File: src/rtl/reg_file_if.sv
// Request/response channel between the memory stage and the register file.
// The requester drives the i_* fields; the register file drives the o_* fields.
interface reg_file_if #(
    parameter int DATA_WIDTH    = 32,
    parameter int REG_CMD_WIDTH = 2
);
    logic [3:0]               i_reg;
    logic [DATA_WIDTH-1:0]    i_data;
    logic [REG_CMD_WIDTH-1:0] i_cmd;
    logic                     i_valid;
    logic                     i_res_ready;
    logic [DATA_WIDTH-1:0]    o_data;
    logic                     o_res_valid;
    logic                     o_ready;

    modport master (
        output i_reg, i_data, i_cmd, i_valid, i_res_ready,
        input  o_data, o_res_valid, o_ready
    );

    modport slave (
        input  i_reg, i_data, i_cmd, i_valid, i_res_ready,
        output o_data, o_res_valid, o_ready
    );
endinterface

File: src/rtl/reg_file.sv
// 16-entry register file: one READ/WRITE per accepted request, READ answers 1 cycle later.
// A pending response holds o_data and drops o_ready until i_res_ready consumes it.
module reg_file #(
    parameter int DATA_WIDTH    = 32,
    parameter int REG_CMD_WIDTH = 2
) (
    input  logic       clk,
    input  logic       reset,
    reg_file_if.slave  bus
);
    localparam int NUM_REGS = 16;

    localparam logic [REG_CMD_WIDTH-1:0] CMD_READ  = REG_CMD_WIDTH'(1);
    localparam logic [REG_CMD_WIDTH-1:0] CMD_WRITE = REG_CMD_WIDTH'(2);

    typedef enum logic {
        IDLE = 1'b0,
        RESP = 1'b1
    } state_t;

    state_t                state_q;
    state_t                state_d;
    logic [DATA_WIDTH-1:0] data_q;
    logic [DATA_WIDTH-1:0] data_d;
    logic [DATA_WIDTH-1:0] regs_q [NUM_REGS];
    logic [DATA_WIDTH-1:0] regs_d [NUM_REGS];

    logic req_accept;
    logic is_read;
    logic is_write;

    always_comb begin
        req_accept = bus.i_valid && (state_q == IDLE);
        is_read    = req_accept && (bus.i_cmd == CMD_READ);
        is_write   = req_accept && (bus.i_cmd == CMD_WRITE);
    end

    always_comb begin
        state_d = state_q;
        data_d  = data_q;
        regs_d  = regs_q;

        unique case (state_q)
            IDLE: begin
                if (is_read) begin
                    data_d  = regs_q[bus.i_reg];
                    state_d = RESP;
                end else if (is_write) begin
                    regs_d[bus.i_reg] = bus.i_data;
                end
            end
            RESP: begin
                // o_data is left untouched so the last result stays visible after consumption
                if (bus.i_res_ready) begin
                    state_d = IDLE;
                end
            end
            default: state_d = IDLE;
        endcase
    end

    always_ff @(posedge clk) begin
        if (reset) begin
            state_q <= IDLE;
            data_q  <= '0;
            for (int i = 0; i < NUM_REGS; i++) begin
                regs_q[i] <= '0;
            end
        end else begin
            state_q <= state_d;
            data_q  <= data_d;
            regs_q  <= regs_d;
        end
    end

    assign bus.o_data      = data_q;
    assign bus.o_res_valid = (state_q == RESP);
    assign bus.o_ready     = (state_q == IDLE);

endmodule

File: src/flat_wrapper.sv
// flat-port wrapper written by rule: the top's interface ports become plain ports
module reg_file_flat 
#(
    parameter int DATA_WIDTH    = 32,
    parameter int REG_CMD_WIDTH = 2
)
  (clk, reset, bus_i_reg, bus_i_data, bus_i_cmd, bus_i_valid, bus_i_res_ready, bus_o_data, bus_o_res_valid, bus_o_ready);
  reg_file_if #(.DATA_WIDTH(DATA_WIDTH), .REG_CMD_WIDTH(REG_CMD_WIDTH)) bus_i ();
  input  logic clk;
  input  logic reset;
  input wire logic [$bits(bus_i.i_reg)-1:0] bus_i_reg;
  input wire logic [$bits(bus_i.i_data)-1:0] bus_i_data;
  input wire logic [$bits(bus_i.i_cmd)-1:0] bus_i_cmd;
  input wire logic [$bits(bus_i.i_valid)-1:0] bus_i_valid;
  input wire logic [$bits(bus_i.i_res_ready)-1:0] bus_i_res_ready;
  output wire logic [$bits(bus_i.o_data)-1:0] bus_o_data;
  output wire logic [$bits(bus_i.o_res_valid)-1:0] bus_o_res_valid;
  output wire logic [$bits(bus_i.o_ready)-1:0] bus_o_ready;
  assign bus_i.i_reg = bus_i_reg;
  assign bus_i.i_data = bus_i_data;
  assign bus_i.i_cmd = bus_i_cmd;
  assign bus_i.i_valid = bus_i_valid;
  assign bus_i.i_res_ready = bus_i_res_ready;
  assign bus_o_data = bus_i.o_data;
  assign bus_o_res_valid = bus_i.o_res_valid;
  assign bus_o_ready = bus_i.o_ready;
  reg_file #(.DATA_WIDTH(DATA_WIDTH), .REG_CMD_WIDTH(REG_CMD_WIDTH)) u_core (.clk(clk), .reset(reset), .bus(bus_i));
endmodule
File: config.mk
export PLATFORM = sky130hd
export DESIGN_NAME = reg_file_flat
export DESIGN_NICKNAME = d
export VERILOG_FILES = /design/src/rtl/reg_file_if.sv /design/src/rtl/reg_file.sv /design/src/flat_wrapper.sv
export SDC_FILE = /design/constraint.sdc
export NUM_CORES = 1
export LEC_CHECK = 0
export BUFFER_PORTS_ARGS = -buffer_cell sky130_fd_sc_hd__buf_2
export CAP_MARGIN = 0
export CORE_AREA = 2 2 296 269
export CTS_BUF_LIST = sky130_fd_sc_hd__clkbuf_4 sky130_fd_sc_hd__clkbuf_8 sky130_fd_sc_hd__clkbuf_16
export DETAILED_ROUTE_END_ITERATION = 8
export DIE_AREA = 0 0 298 271
export GPL_ROUTABILITY_DRIVEN = 0
export PLACE_DENSITY = 0.46
export SYNTH_ARGS = -nofsm -noshare
export SYNTH_HDL_FRONTEND = slang
export SYNTH_SLANG_ARGS = --single-unit
File: constraint.sdc
create_clock -name clk -period 3.9 [get_ports clk]
set_input_delay 0.195 -clock clk [delete_from_list [all_inputs] [get_ports clk]]
set_output_delay 0.195 -clock clk [all_outputs]
set_load 0.01 [all_outputs]
==> impl_metrics.env <==
export IMPL_net_switching_power_w=0.00288
export IMPL_ys_seq_area_frac=0.472
export IMPL_cts_root_buffer="clkbuf_16"
export IMPL_synthAdderAreaFrac=0
export IMPL_synth_xor_area_share=0
export IMPL_synthFlopType="dfxtp_1"
export IMPL_switching_share=0.240
export IMPL_core_region_area_mm2=0.0774
export IMPL_synth_simple_gate_area_frac=0.193
export IMPL_cts_inserted_buffers=60
export IMPL_period_minus_slack_ns=2.44
export IMPL_fp_dieW_um=298
export IMPL_synthArstFlopShare=0
export IMPL_synthCells=2840
export IMPL_final_layout_size_suffix_gt1_frac=0.122
export IMPL_post_drt_wl_per_cell_um=21.7
export IMPL_worst_ir_drop_vdd_v=0.000289
export IMPL_syn_area_mm2=0.0231
export IMPL_dp_cells=3710
export IMPL_io_pins=76
export IMPL_drv_slew=0
export IMPL_start_util=0.299
export IMPL_syn2layout_area_growth_pct=14.0
export IMPL_fin_nets=2802
export IMPL_ys_types=41
export IMPL_cts_tree="yes"
export IMPL_p_leak_nw=8.61
export IMPL_period_share=0.625
export IMPL_die_area_mm2=0.0808
export IMPL_cellInternalPower_w=0.00914
export IMPL_first_global_vias=18800
export IMPL_finalWirelength_um=83300
export IMPL_grt_pass1_wl_um=123000
export IMPL_synth_top_family_by_area="simple AND/OR/NAND/NOR gates"
export IMPL_relSlewSlack=0.0795
export IMPL_grt_max_degree=124
export IMPL_drc_errors=0
export IMPL_num_vias=19900
export IMPL_grt_total_usage=0.200
export IMPL_required_ns=4.44
export IMPL_postCtsResizedCells=0
export IMPL_hold_end="u_core.bus.o_res_valid"
export IMPL_firstDrtPassIters=6
export IMPL_timing_rr_end="u_core.regs_q[341]"
export IMPL_synth_compound_area_frac=0.159
export IMPL_fmax_mhz=410
export IMPL_crit_path_end_kind="flip-flop"
export IMPL_worst_slew_pin_slew_ns=1.38
export IMPL_p_seq_frac=0.469
export IMPL_reg2reg_depth=6
export IMPL_avgSynthCellArea_um2=8.14
export IMPL_clk_latency_ns=0.62
export IMPL_vias_per_cell=5.16
export IMPL_antenna_left=0
export IMPL_final_setup_tns_ns=0
export IMPL_cts_sinks=545
export IMPL_start_kind="flip-flop"
export IMPL_port_buffers=75
export IMPL_power_density_mw_per_mm2=456
export IMPL_n_antenna_cell=0
export IMPL_min_path_cells=2
export IMPL_syn_nets=2882
export IMPL_finalHoldViolCount=0
export IMPL_cap_violations=0
export IMPL_setup_viol=0
export IMPL_crit_arrival_ns=2.98
export IMPL_min_from="reset"
export IMPL_pwr_share_clk=0.475
export IMPL_regToRegSetupSlack_ns=1.46
export IMPL_cts_max_level=2
export IMPL_die_h_um=271
export IMPL_post_route_util=0.340
export IMPL_path_clk_slew_ns=0.06
export IMPL_reg2reg_from="u_core.bus.o_res_valid"
export IMPL_cp_max_fo=18
export IMPL_cts_hold_buf=27
export IMPL_synth_seq_cells=545
export IMPL_grt_antenna_before_repair=1
export IMPL_nFillCells=8106
export IMPL_synthMuxAreaShare=0.117
export IMPL_clk_path_buf_depth=3
export IMPL_drtIter0Drc=1632
export IMPL_synth_enable_flop_cells=0
export IMPL_ys_warn_count=0
export IMPL_fin_cells=3845
export IMPL_status="complete, no violations"
export IMPL_rsz0062_at_grt="false"
export IMPL_detailed_place_hpwl_um=49200
export IMPL_finClkSkew_ns=0.0119
export IMPL_cts_setup_buffers=0
export IMPL_rows=97
export IMPL_p_comb_frac=0.056
export IMPL_critPathKind="flip-flop to flip-flop"
export IMPL_grt_remaining_overflow=0
export IMPL_hold_class="input pin to flip-flop"
==> per-stage QoR <==
step                      instance area [um2]  hold slack, ns  worst slack (ns)  total power, W
after detailed placement                24100           0.445              1.12         0.00641
after global routing                    26400         0.00893              1.28          0.0124
after global placement                  24100           0.438              1.14         0.00641
after floorplan                         23100           0.378              2.31         0.00618
final                                   26400          0.0184              1.46          0.0120
after CTS                               26400        0.000874              1.43          0.0121
==> cells by family (layout without fill, tap and decap cells) <==
group	after synthesis	in the layout
AO/OA/AOI/OAI	661	661
buffers and inverters	300	266
flip-flops	545	545
multiplexers	200	200
AND/OR/NAND/NOR	1134	1134
==> synthesized netlist by cell type, types with 13 or more instances <==
master / number / area, um2
buf_6: 17 / 191
nor2_1: 54 / 203
mux2i_1: 144 / 1440
a221oi_1: 20 / 175
buf_2: 68 / 340
a21oi_1: 525 / 2630
o22ai_1: 39 / 244
clkbuf_1: 200 / 751
mux4_2: 56 / 1260
nand3_1: 13 / 65.1
o21ai_1: 20 / 100
dfxtp_1: 545 / 10900
a311oi_1: 20 / 175
nand2_1: 1025 / 3850
==> placed cells by master (no fill, tap or decap), types with 2 or more instances in the layout <==
cell type      netlist  final
buf_2               68     72
clkinv_2             0     11
nand3_2              0     12
nor2_1              54     54
nand2_1           1025   1025
clkbuf_8             0     17
inv_1                2      2
a21oi_1            525    525
buf_8                0      2
a311oi_1            20     20
nand2b_1             4      4
o21ai_1             20     20
clkbuf_16            0     61
dlygate4sd3_1        0     27
a221oi_1            20     20
o22ai_1             39     39
nor2b_1              5      4
a211oi_2             9      9
dfxtp_1            545    545
buf_12               0      8
and3_2               0      6
clkinvlp_4           0      3
buf_4               11     46
nand3b_1             2      2
a211oi_1             3      3
mux4_2              56     56
or3_2                0      3
mux2i_1            144    144
o221ai_1            11     11
clkbuf_4             0     15
nor3_4               0      9
and2_1               2      2
a22oi_1             12     12
==> state kept, by name, summed over array words and instances (netlist names) <==
name and cells:
u_core.regs_q 512, u_core.bus.o_res_valid 1, u_core.bus.o_data 32
==> critical path: stages, from the launching register on <==
cell and delay [ns]:
dfxtp_1 0.37, nand4bb_1 0.19, buf_4 0.24, nor3_4 0.92
buf_4 0.39, nand2_1 0.09, a21oi_1 0.14
==> power groups by stage <==
stage | combinational, W | sequential [W] | clock [W]
floorplan | 0.000427 | 0.00575 | 0
global placement | 0.000651 | 0.00575 | 0
detailed placement | 0.000653 | 0.00576 | 0
CTS | 0.000677 | 0.00563 | 0.00582
global route | 0.000720 | 0.00563 | 0.00606
finish | 0.000679 | 0.00563 | 0.00571
==> worst max-delay path by stage <==
stage | start | end | cells past startpoint
2_1_floorplan | u_core.bus.o_res_valid | u_core.regs_q[385] | 7
3_3_place_gp | bus_i_reg[0] | u_core.regs_q[350] | 6
3_5_place_dp | bus_i_reg[0] | u_core.regs_q[338] | 6
4_1_cts | u_core.bus.o_res_valid | u_core.regs_q[351] | 6
5_1_grt | u_core.bus.o_res_valid | u_core.regs_q[341] | 6
6_report | u_core.bus.o_res_valid | u_core.regs_q[341] | 6
==> metal layers <==
layer  global-route usage  part of all wire
met5                    0                 0
met4               0.0591             0.027
met3               0.0328             0.067
met2                0.320              0.46
met1                0.277              0.45
==> final cells by class <==
type / count / area (um2) / share of cell area
Multi-Input combinational cell: 1995 / 11000 / 0.417
Clock buffer: 93 / 1870 / 0.0711
Timing Repair Buffer: 156 / 1180 / 0.0447
Tap cell: 1039 / 1300 / 0.0493
Inverter: 2 / 7.51 / 0.000285
Sequential cell: 545 / 10900 / 0.414
Clock inverter: 15 / 108 / 0.00408
(Power assumes the default switching activity.)
